==> src/rtl/mips_pkg.sv <==
// Shared definitions for the multicycle MIPS main controller: opcodes,
// FSM state encodings, datapath select encodings and the control word.
package mips_pkg;

   // Opcodes (instr[31:26]) understood by the controller
   localparam logic [5:0] OP_RTYPE = 6'h00;
   localparam logic [5:0] OP_J     = 6'h02;
   localparam logic [5:0] OP_BEQ   = 6'h04;
   localparam logic [5:0] OP_ADDI  = 6'h08;
   localparam logic [5:0] OP_ANDI  = 6'h0C;
   localparam logic [5:0] OP_LUI   = 6'h0F;
   localparam logic [5:0] OP_LW    = 6'h23;
   localparam logic [5:0] OP_SW    = 6'h2B;

   // FSM states; encodings 14 and 15 are unused and recover to FETCH
   typedef enum logic [3:0] {
      S_FETCH  = 4'd0,
      S_DECODE = 4'd1,
      S_MEMADR = 4'd2,
      S_MEMRD  = 4'd3,
      S_MEMWB  = 4'd4,
      S_MEMWR  = 4'd5,
      S_EXEC   = 4'd6,
      S_ALUWB  = 4'd7,
      S_BRANCH = 4'd8,
      S_ADDIEX = 4'd9,
      S_ANDIEX = 4'd10,
      S_LUIEX  = 4'd11,
      S_IWB    = 4'd12,
      S_JUMP   = 4'd13
   } state_t;

   // ALU source B select
   localparam logic [1:0] SRCB_B    = 2'b00;
   localparam logic [1:0] SRCB_FOUR = 2'b01;
   localparam logic [1:0] SRCB_IMM  = 2'b10;
   localparam logic [1:0] SRCB_IMM4 = 2'b11;

   // Immediate extension select
   localparam logic [1:0] IMM_SIGN  = 2'b00;
   localparam logic [1:0] IMM_ZERO  = 2'b01;
   localparam logic [1:0] IMM_UPPER = 2'b10;

   // ALU operation class
   localparam logic [1:0] ALU_ADD   = 2'b00;
   localparam logic [1:0] ALU_SUB   = 2'b01;
   localparam logic [1:0] ALU_FUNCT = 2'b10;
   localparam logic [1:0] ALU_AND   = 2'b11;

   // PC source select
   localparam logic [1:0] PC_ALURES = 2'b00;
   localparam logic [1:0] PC_ALUOUT = 2'b01;
   localparam logic [1:0] PC_JUMP   = 2'b10;

   // Raw per-state control word; the top gates write enables with
   // mem_ready and reset before they leave the block.
   typedef struct packed {
      logic       pcwrite;
      logic       branch;
      logic       irwrite;
      logic       iord;
      logic       memwrite;
      logic       regwrite;
      logic       regdst;
      logic       memtoreg;
      logic       alusrca;
      logic [1:0] alusrcb;
      logic [1:0] immsrc;
      logic [1:0] aluop;
      logic [1:0] pcsrc;
   } ctrl_t;

   // True for every opcode DECODE can dispatch
   function automatic logic is_legal_op(input logic [5:0] op);
      case (op)
         OP_RTYPE, OP_J, OP_BEQ, OP_ADDI, OP_ANDI,
         OP_LUI, OP_LW, OP_SW: is_legal_op = 1'b1;
         default:              is_legal_op = 1'b0;
      endcase
   endfunction

endpackage

==> src/rtl/mc_ctrl_rom.sv <==
// Combinational state -> control word table (Moore outputs).
// Anything not set for a state stays 0, including unused encodings.
module mc_ctrl_rom
   import mips_pkg::*;
(
   input  state_t state_i,
   output ctrl_t  ctrl_o
);

   // Table lookup with all-zero default
   always_comb begin
      ctrl_o = '0;
      case (state_i)
         S_FETCH: begin
            ctrl_o.alusrcb = SRCB_FOUR;
            ctrl_o.irwrite = 1'b1;
            ctrl_o.pcwrite = 1'b1;
         end
         S_DECODE: begin
            ctrl_o.alusrcb = SRCB_IMM4;
            ctrl_o.immsrc  = IMM_SIGN;
         end
         S_MEMADR: begin
            ctrl_o.alusrca = 1'b1;
            ctrl_o.alusrcb = SRCB_IMM;
            ctrl_o.immsrc  = IMM_SIGN;
         end
         S_MEMRD: begin
            ctrl_o.iord = 1'b1;
         end
         S_MEMWB: begin
            ctrl_o.memtoreg = 1'b1;
            ctrl_o.regwrite = 1'b1;
         end
         S_MEMWR: begin
            ctrl_o.iord     = 1'b1;
            ctrl_o.memwrite = 1'b1;
         end
         S_EXEC: begin
            ctrl_o.alusrca = 1'b1;
            ctrl_o.aluop   = ALU_FUNCT;
         end
         S_ALUWB: begin
            ctrl_o.regdst   = 1'b1;
            ctrl_o.regwrite = 1'b1;
         end
         S_BRANCH: begin
            ctrl_o.alusrca = 1'b1;
            ctrl_o.aluop   = ALU_SUB;
            ctrl_o.pcsrc   = PC_ALUOUT;
            ctrl_o.branch  = 1'b1;
         end
         S_ADDIEX: begin
            ctrl_o.alusrca = 1'b1;
            ctrl_o.alusrcb = SRCB_IMM;
            ctrl_o.immsrc  = IMM_SIGN;
         end
         S_ANDIEX: begin
            ctrl_o.alusrca = 1'b1;
            ctrl_o.alusrcb = SRCB_IMM;
            ctrl_o.immsrc  = IMM_ZERO;
            ctrl_o.aluop   = ALU_AND;
         end
         S_LUIEX: begin
            // rs is $0 for lui, so A + (imm<<16) is the result
            ctrl_o.alusrca = 1'b1;
            ctrl_o.alusrcb = SRCB_IMM;
            ctrl_o.immsrc  = IMM_UPPER;
            ctrl_o.aluop   = ALU_ADD;
         end
         S_IWB: begin
            ctrl_o.regwrite = 1'b1;
         end
         S_JUMP: begin
            ctrl_o.pcsrc   = PC_JUMP;
            ctrl_o.pcwrite = 1'b1;
         end
         default: ctrl_o = '0;
      endcase
   end

endmodule

==> src/rtl/mc_maindec.sv <==
// Multicycle MIPS main controller. Holds the FSM state register, the
// next-state logic, mem_ready gating of FETCH, the retired-instruction
// counter and the illegal-opcode pulse. state_o exposes the FSM state.
module mc_maindec
   import mips_pkg::*;
#(
   parameter int CNT_W    = 32,
   parameter bit USE_MRDY = 1'b1
) (
   input  logic             clk,
   input  logic             reset,
   input  logic [5:0]       op,
   input  logic             zero,
   input  logic             mem_ready,
   output logic             pcen,
   output logic             irwrite,
   output logic             iord,
   output logic             memwrite,
   output logic             regwrite,
   output logic             regdst,
   output logic             memtoreg,
   output logic             alusrca,
   output logic [1:0]       alusrcb,
   output logic [1:0]       immsrc,
   output logic [1:0]       aluop,
   output logic [1:0]       pcsrc,
   output logic [CNT_W-1:0] instret,
   output logic             illegal_op,
   output logic [3:0]       state_o
);

   state_t           state_q, state_d;
   logic [CNT_W-1:0] instret_q, instret_d;
   logic             illegal_q, illegal_d;
   logic             mrdy;
   logic             mem_gate;
   ctrl_t            ctrl;

   // With USE_MRDY=0 every memory state completes in one cycle
   assign mrdy = USE_MRDY ? mem_ready : 1'b1;

   mc_ctrl_rom u_rom (
      .state_i (state_q),
      .ctrl_o  (ctrl)
   );

   // State, counter and illegal-pulse registers
   always_ff @(posedge clk or posedge reset) begin
      if (reset) begin
         state_q   <= S_FETCH;
         instret_q <= '0;
         illegal_q <= 1'b0;
      end else begin
         state_q   <= state_d;
         instret_q <= instret_d;
         illegal_q <= illegal_d;
      end
   end

   // Next state; op comes straight from the IR, which is stable after FETCH
   always_comb begin
      state_d = state_q;
      case (state_q)
         S_FETCH:  if (mrdy) state_d = S_DECODE;
         S_DECODE: begin
            case (op)
               OP_LW, OP_SW: state_d = S_MEMADR;
               OP_RTYPE:     state_d = S_EXEC;
               OP_BEQ:       state_d = S_BRANCH;
               OP_ADDI:      state_d = S_ADDIEX;
               OP_ANDI:      state_d = S_ANDIEX;
               OP_LUI:       state_d = S_LUIEX;
               OP_J:         state_d = S_JUMP;
               default:      state_d = S_FETCH;
            endcase
         end
         S_MEMADR: begin
            if (op == OP_LW)      state_d = S_MEMRD;
            else if (op == OP_SW) state_d = S_MEMWR;
            else                  state_d = S_FETCH;
         end
         S_MEMRD:  if (mrdy) state_d = S_MEMWB;
         S_MEMWB:  state_d = S_FETCH;
         S_MEMWR:  if (mrdy) state_d = S_FETCH;
         S_EXEC:   state_d = S_ALUWB;
         S_ALUWB:  state_d = S_FETCH;
         S_BRANCH: state_d = S_FETCH;
         S_ADDIEX: state_d = S_IWB;
         S_ANDIEX: state_d = S_IWB;
         S_LUIEX:  state_d = S_IWB;
         S_IWB:    state_d = S_FETCH;
         S_JUMP:   state_d = S_FETCH;
         default:  state_d = S_FETCH;
      endcase
   end

   // Retire count on every entry into FETCH; illegal pulse follows DECODE
   always_comb begin
      instret_d = instret_q;
      if ((state_d == S_FETCH) && (state_q != S_FETCH))
         instret_d = instret_q + {{(CNT_W-1){1'b0}}, 1'b1};
      illegal_d = (state_q == S_DECODE) && !is_legal_op(op);
   end

   // Output gating: FETCH writes wait on memory, reset kills all strobes
   always_comb begin
      mem_gate = (state_q == S_FETCH) ? mrdy : 1'b1;
      pcen     = ~reset & ((ctrl.pcwrite & mem_gate) | (ctrl.branch & zero));
      irwrite  = ~reset & ctrl.irwrite & mem_gate;
      memwrite = ~reset & ctrl.memwrite;
      regwrite = ~reset & ctrl.regwrite;
      iord     = ctrl.iord;
      regdst   = ctrl.regdst;
      memtoreg = ctrl.memtoreg;
      alusrca  = ctrl.alusrca;
      alusrcb  = ctrl.alusrcb;
      immsrc   = ctrl.immsrc;
      aluop    = ctrl.aluop;
      pcsrc    = ctrl.pcsrc;
   end

   assign instret    = instret_q;
   assign illegal_op = illegal_q;
   assign state_o    = state_q;

endmodule

==> config.mk <==
export PLATFORM = sky130hd
export DESIGN_NAME = mc_maindec
export DESIGN_NICKNAME = d
export VERILOG_FILES = /design/src/rtl/mips_pkg.sv /design/src/rtl/mc_ctrl_rom.sv /design/src/rtl/mc_maindec.sv
export SDC_FILE = /design/constraint.sdc
export NUM_CORES = 1
export LEC_CHECK = 0
export CAP_MARGIN = 10
export CORE_UTILIZATION = 46
export DETAILED_ROUTE_END_ITERATION = 12
export HOLD_SLACK_MARGIN = 0.06
export PLACE_DENSITY = 0.76
export SKIP_LAST_GASP = 1
export SLEW_MARGIN = 10
export SYNTH_ARGS = -nofsm -noshare
export SYNTH_HDL_FRONTEND = slang
export SYNTH_HIERARCHICAL = 1
export SYNTH_SLANG_ARGS = --single-unit
export TNS_END_PERCENT = 100
==> constraint.sdc <==
create_clock -name clk -period 3.36 [get_ports clk]
set_input_delay 0.336 -clock clk [delete_from_list [all_inputs] [get_ports clk]]
set_output_delay 0.336 -clock clk [all_outputs]
set_load 0.02 [all_outputs]
Word-level counts from Yosys, hierarchy flattened

Cells that the tools add are included.

Add/subtract/negate cells: 1
$mul: 0
Div/mod/pow operators: 0
$lt $le $gt $ge: 0
Eq/ne operators: 20
Shift-type cells: 0
Mux-type cells: 22
Bitwise gates (word level): 9
Reduce and logical (&&, ||, !) cells: 15

Operators with widths:

| kind                    | number |
|---|---|
| $pmux W4 S7             | 2 |
| $add A32 B1 Y32 const B | 1 |
| $eq A4 B4 Y1 const B    | 6 |
| $eq A6 B4 Y1 const B    | 3 |
| $eq A4 B3 Y1 const B    | 4 |
| $eq A6 B6 Y1 const B    | 2 |
| $mux W4                 | 3 |
| $pmux W2 S3             | 2 |
| $mux W1                 | 11 |
| $eq A4 B2 Y1 const B    | 2 |
| $logic_not A4 Y1        | 2 |
| $pmux W2 S2             | 2 |
| $reduce_or A8 Y1        | 1 |
| $and A1 B1 Y1           | 7 |
| $eq A6 B2 Y1 const B    | 1 |
| $eq A6 B3 Y1 const B    | 1 |
| $logic_not A6 Y1        | 1 |
| $mux W3                 | 2 |
| $reduce_or A2 Y1        | 3 |
| $reduce_or A3 Y1        | 2 |
| $reduce_or A6 Y1        | 1 |
| $eq A4 B1 Y1 const B    | 1 |
| $reduce_bool A4 Y1      | 1 |
| $reduce_or A4 Y1        | 1 |
| other kinds (4)         | 5 |

Register bits: 37
Latch bits: 0
RAM bits: 0
Memory bits (read-only): 0
Input port bits: 10
Word-level logic and storage cells: 70
Memories kept: 0

Depth between registers and ports, before layout

Word-level depth: 6
Mapped depth: 8
Gate-level depth less buffers: 6

By module

The synthesis kept the hierarchy.

By module, submodules not included:

| module      | times used | cells each | area an instance (µm²) |
|---|---|---|---|
| mc_maindec  | 1          | 223        | 2249.7 |
| mc_ctrl_rom | 1          | 27         | 162.7 |

Worst setup path before layout

OpenSTA, ideal clock, no wires.

Path kind: reg2reg
Start: register state_q[1] (netlist: state_o[1])
End: register instret_q[1] (netlist: instret[1])
Data arrival time: 1949 ps
Setup slack: 1286 ps
Stages on the path, launching flop included: 9
Clock period less this slack: 2074 ps
Cell sequence: dfrtp_1 buf_4 o21a_1 a31oi_1 o211ai_1 nand4b_4 buf_6 nor2_1 mux2_4

Word-level cells in the longest chain between the ends: 5

RTL lines:

| item                       | RTL line          | text |
|---|---|---|
| start: declaration         | mc_maindec.sv:32  | `state_t state_q, state_d;` |
| start signal: assignment   | mc_maindec.sv:54  | `state_q <= state_d;` |
| $eq A4 B4 Y1               | mc_maindec.sv:63  | `case (state_q)` |
| $reduce_or A3 Y1 (no line) | n/a               |  |
| $pmux W4 S7                | mc_maindec.sv:63  |  |
| $logic_not A4 Y1           | mc_maindec.sv:100 | `if ((state_d == S_FETCH) && (state_q != S_FETCH))` |
| $logic_and A1 B1 Y1 *      | mc_maindec.sv:100 |  |
| end signal: assignment     | mc_maindec.sv:55  | `instret_q <= instret_d;` |
| end: declaration           | mc_maindec.sv:33  | `logic [CNT_W-1:0] instret_q, instret_d;` |

Every way passes the cells marked *; elsewhere a longest branch is shown, timed or not.
A chain may end at the register's enable or synchronous reset.

Worst setup path in the final report

Start: register state_q[1] (netlist: state_o[1])
End: output pcen

Word-level cells in the longest chain between the ends: 6

RTL lines:

| item                                             | RTL line                             | text |
|---|---|---|
| $eq A4 B4 Y1 or $logic_not A4 Y1 (tied branches) | mc_ctrl_rom.sv:13, mc_maindec.sv:107 |  |
| $reduce_or A2 Y1 (no line)                       | n/a                                  |  |
| $mux W1                                          | mc_ctrl_rom.sv:13                    | `case (state_i)` |
| $and A1 B1 Y1                                    | mc_maindec.sv:108                    | `pcen = ~reset & ((ctrl.pcwrite & mem_gate) \| (ctrl.branch & zero));` |
| $or A1 B1 Y1 *                                   | mc_maindec.sv:108                    |  |
| $and A1 B1 Y1 *                                  | mc_maindec.sv:108                    |  |
| end: declaration                                 | mc_maindec.sv:15                     | `output logic pcen,` |

Marked as above.

==> results.md <==
| Metric | Reported |
| --- | --- |
| Run status | complete, no violations |
| Shortest clock period the worst path allows after layout | 2.846 ns |
| Number of max-cap violations | 0 |
| Root buffer selected by CTS | sky130_fd_sc_hd__clkbuf_8 |
| Count of nets after finishing | 317 |
| Clock insertion delay at the later pin of the skew report | 0.29 ns |
| Via density | 5.310 |
| Number of enable flip-flop cells after synthesis | 0 |
| Mean instance size in the synthesized netlist | 9.649 um2 |
| Maximum buffer depth of the clock tree | 2 |
| Initial core utilization | 49.44% |
| Logic pwr share | 35.2% |
| Width of the chip | 74.42 um |
| Post-CTS Hold Fix Bufs | 0 |
| Type of origin of the critical path | register |
| Cells traversed along the worst timing path | or4_1, o21ai_0, a21oi_1, clkdlybuf4s50_1 |
| Switching power as a share of total power | 36.17% |
| Post-route DRC | 0 |
| Wire length of the first global-routing pass | 8.466 mm |
| Global placement routability congestion | 0.7826 |
| Post-CTS resize count | 0 |
| Post-synthesis to final-layout area growth | 29.05% |
| Grt met2 use | 31.03% |
| Critical register-to-register path endpoint | instret[1] |
| Worst slack at placement | 0.6898 ns |
| Total overflow reported by the global router | 0 |
| Antenna Diode Count | 0 |
| Setup bufs post-CTS | 0 |
| Reg-to-reg critical path startpoint | state_o[1] |
| Yosys Warn Count | 6 |
| Final Hold Violating Endpoints | 0 |
| Boundary pin count | 63 |
| Antenna violations before repair | 0 |
| Clock power frac | 22.4% |
| Number of unique standard cell types used by synthesis | 52 |
| Critical path buffers and inverters | 1 |
| Routed length per placed instance | 13.75 um |
| Height of the die | 74.42 um |
| DRC violation total after the first TritonRoute iteration | 103 |
| Largest net degree at the start of global routing | 38 |
| Post-synthesis sequential element count | 37 |
| GRT Overall Usage | 19.85% |
| # setup viols final | 0 |
| Number of antenna-violating nets in the routed design | 0 |
| Number of instances in the placed design | 366 |
| Worst IR drop on VDD | 0.0004133 V |
| Core box area | 4880 um2 |
| Critical Path Source | state_o[1] |
| Critical Path Max Stage Delay | 0.69 ns |
| 1st-pass router iterations | 4 |
| IO Port Bufs | 62 |
| CP arrival | 2.51 ns |
| Unrepaired setup endpoints after global routing | no |
| H-tree depth reported by CTS | 2 |
| Setup Crit Path Kind | reg -> out |
| Max Freq | 351.3 MHz |
| Worst-case hold slack | 0.4842 ns |
| Post-synth net total | 261 |
| Final wirelength | 5.141 mm |
| Slew HR | 44.31% |
| Slowest cell on the critical path | sky130_fd_sc_hd__dfrtp_1 |
| Site row count | 25 |
| Seq/Total Area, Yosys | 38.38% |
| Power dissipated by switching net loads | 477.0 uW |
| Number of buffers inserted during clock tree synthesis | 5 |
| GR peak layer | met2 |
| Final max-slew violation count | 0 |
| Commonest non-fill, non-tap cell in the layout | sky130_fd_sc_hd__clkdlybuf4s50_1 |
| Worst clock skew | 0.007083 ns |
| Number of filler cells placed in the layout | 426 |
| Number of global-route vias before repair | 1812 |
| Overall power consumption | 1.319 mW |
| Number of standard cells after synthesis | 250 |
| Total power per unit cell area | 423.6 nW/um2 |
| Placed instance area | 3033 um2 |
| Commonest non-fill, non-tap cells in the layout | sky130_fd_sc_hd__clkdlybuf4s50_1 (62), sky130_fd_sc_hd__dfrtp_1 (37), sky130_fd_sc_hd__xor2_1 (19) |
| Estimated wirelength of the detail-placed design | 3.689 mm |
| Async set-reset flop share out of synthesis | 100.0% |
| FF-to-FF setup slack | 0.75 ns |
| Required time of the critical path | 3.02 ns |
| Worst Hold Class | reg -> reg |
| Clock edge transition at the registers on the reported setup and hold paths | 0.07 ns |
| Met1 track demand over resource in global routing | 27.63% |
| Final Cycle Share | 84.71% |
| Met3 track demand over resource | 4.743% |
| Setup TNS | 0 ns |
| Total via count in the routed design | 1986 |
| Die outline area | 5538 um2 |
| R2r worst-path depth | 6 |
| Final Worst Setup Slack | 0.5137 ns |
| Maximum fanout count along the critical path | 26 |
| Leakage power | 1.282 nW |
| Slew of the pin with the lowest slew margin | 0.8353 ns |
| Most common flop cell mapped by yosys | sky130_fd_sc_hd__dfrtp_1 |
| Worst Setup EP | pcen |
| CP top delay family | flip-flops |
| Post-Syn Area | 2412 um2 |
| Cell-internal power | 841.6 uW |
| Kind of capture point of the worst setup path | output pin |
| CTS tree | done |
| Final Instance Count excl. Fillers | 374 |
| Final core occ | 63.79% |
| Share of final-layout standard cells stronger than drive strength 1 | 10.10% |
| Portion of total power attributed to sequential cells | 42.5% |
| Instance count on the critical path | 4 |
| Sink count of the clock tree | 37 |
| Summed area of non-filler cells in the final layout | 3113 um2 |
cells by family after synthesis:
| logic type | Yosys count | synth area share (%) |
|---|---|---|
| fa+ha+maj | 1 | 0.5186 |
| simple gates | 133 | 36.31 |
| compound gates | 24 | 7.106 |
| buf+inv | 20 | 4.720 |
| xor+xnor | 34 | 12.34 |
| flops | 37 | 38.38 |
| mux | 1 | 0.6222 |
synth_stat cells (2+ instances only):
master	number	area [um2]
sky130_fd_sc_hd__dfrtp_1	37	925.9
sky130_fd_sc_hd__xor2_1	19	166.4
sky130_fd_sc_hd__nand3_1	16	80.08
sky130_fd_sc_hd__nor3_1	15	75.07
sky130_fd_sc_hd__xnor2_1	15	131.4
sky130_fd_sc_hd__nand2_1	14	52.55
sky130_fd_sc_hd__nor2_1	14	52.55
sky130_fd_sc_hd__nand4_1	11	68.82
sky130_fd_sc_hd__nor3_2	10	100.1
sky130_fd_sc_hd__and3_1	8	50.05
sky130_fd_sc_hd__buf_2	7	35.03
sky130_fd_sc_hd__a21oi_1	6	30.03
sky130_fd_sc_hd__inv_1	6	22.52
sky130_fd_sc_hd__nor3b_1	6	45.04
sky130_fd_sc_hd__and2_1	4	25.02
sky130_fd_sc_hd__buf_4	4	30.03
sky130_fd_sc_hd__nand2b_1	4	25.02
sky130_fd_sc_hd__nor4_2	4	50.05
sky130_fd_sc_hd__and4_1	3	26.28
sky130_fd_sc_hd__nor2b_1	3	18.77
sky130_fd_sc_hd__o211ai_1	3	22.52
sky130_fd_sc_hd__o21a_1	3	22.52
sky130_fd_sc_hd__and3b_1	2	17.52
sky130_fd_sc_hd__and4b_1	2	20.02
sky130_fd_sc_hd__buf_6	2	22.52
sky130_fd_sc_hd__nor3b_2	2	25.02
sky130_fd_sc_hd__o211ai_2	2	25.02
sky130_fd_sc_hd__o21ai_0	2	10.01
sky130_fd_sc_hd__o31ai_1	2	15.01
sky130_fd_sc_hd__or4_1	2	15.01
area by class of cell:
| cell class | instances | area [um2] | area share, % |
|---|---|---|---|
| Multi-Input combinational cell | 193 | 1373 | 44.09 |
| Sequential cell | 37 | 925.9 | 29.74 |
| Tap cell | 67 | 83.83 | 2.693 |
| Timing Repair Buffer | 63 | 628.1 | 20.18 |
| Clock buffer | 8 | 80.08 | 2.572 |
| Inverter | 6 | 22.52 | 0.7235 |
state kept, by name (all words and copies together) (netlist names):
| register | cells |
|---|---|
| illegal_op | 1 |
| instret | 32 |
| state_o | 4 |
power by group through the flow:
stage,clock (mW),sequential [mW],combinational [mW]
finish,0.295,0.560,0.464
global route,0.318,0.571,0.503
CTS,0.304,0.560,0.470
detailed placement,0,0.567,0.468
global placement,0,0.565,0.463
floorplan,0,0.588,0.288
worst min path at each step:
stage | start | endpoint | slack [ns] | cells past startpoint
after floorplan | op[4] | illegal_op | 0.47 | 1
after global placement | instret[31] | instret[31] | 0.46 | 1
after detailed placement | instret[31] | instret[31] | 0.46 | 1
after CTS | instret[31] | instret[31] | 0.48 | 1
after global routing | instret[7] | instret[7] | 0.51 | 1
final | instret[31] | instret[31] | 0.48 | 1
worst reg2reg max path: stages (launching register included):
cell and delay, ns:
sky130_fd_sc_hd__dfrtp_1 0.89, sky130_fd_sc_hd__and2b_1 0.24, sky130_fd_sc_hd__nand2_1 0.06, sky130_fd_sc_hd__or4_4 0.53, sky130_fd_sc_hd__nand4b_4 0.30, sky130_fd_sc_hd__nor2_1 0.16
sky130_fd_sc_hd__mux2_4 0.31
routing by layer:
metal / share of wire [%] / vias up
li1: - / 1016
met1: 48 / 934
met2: 49 / 32
met3: 2.7 / 4
met4: 0.58 / 0
met5: 0 / -
Note: power is estimated with default switching activity, not from simulation.
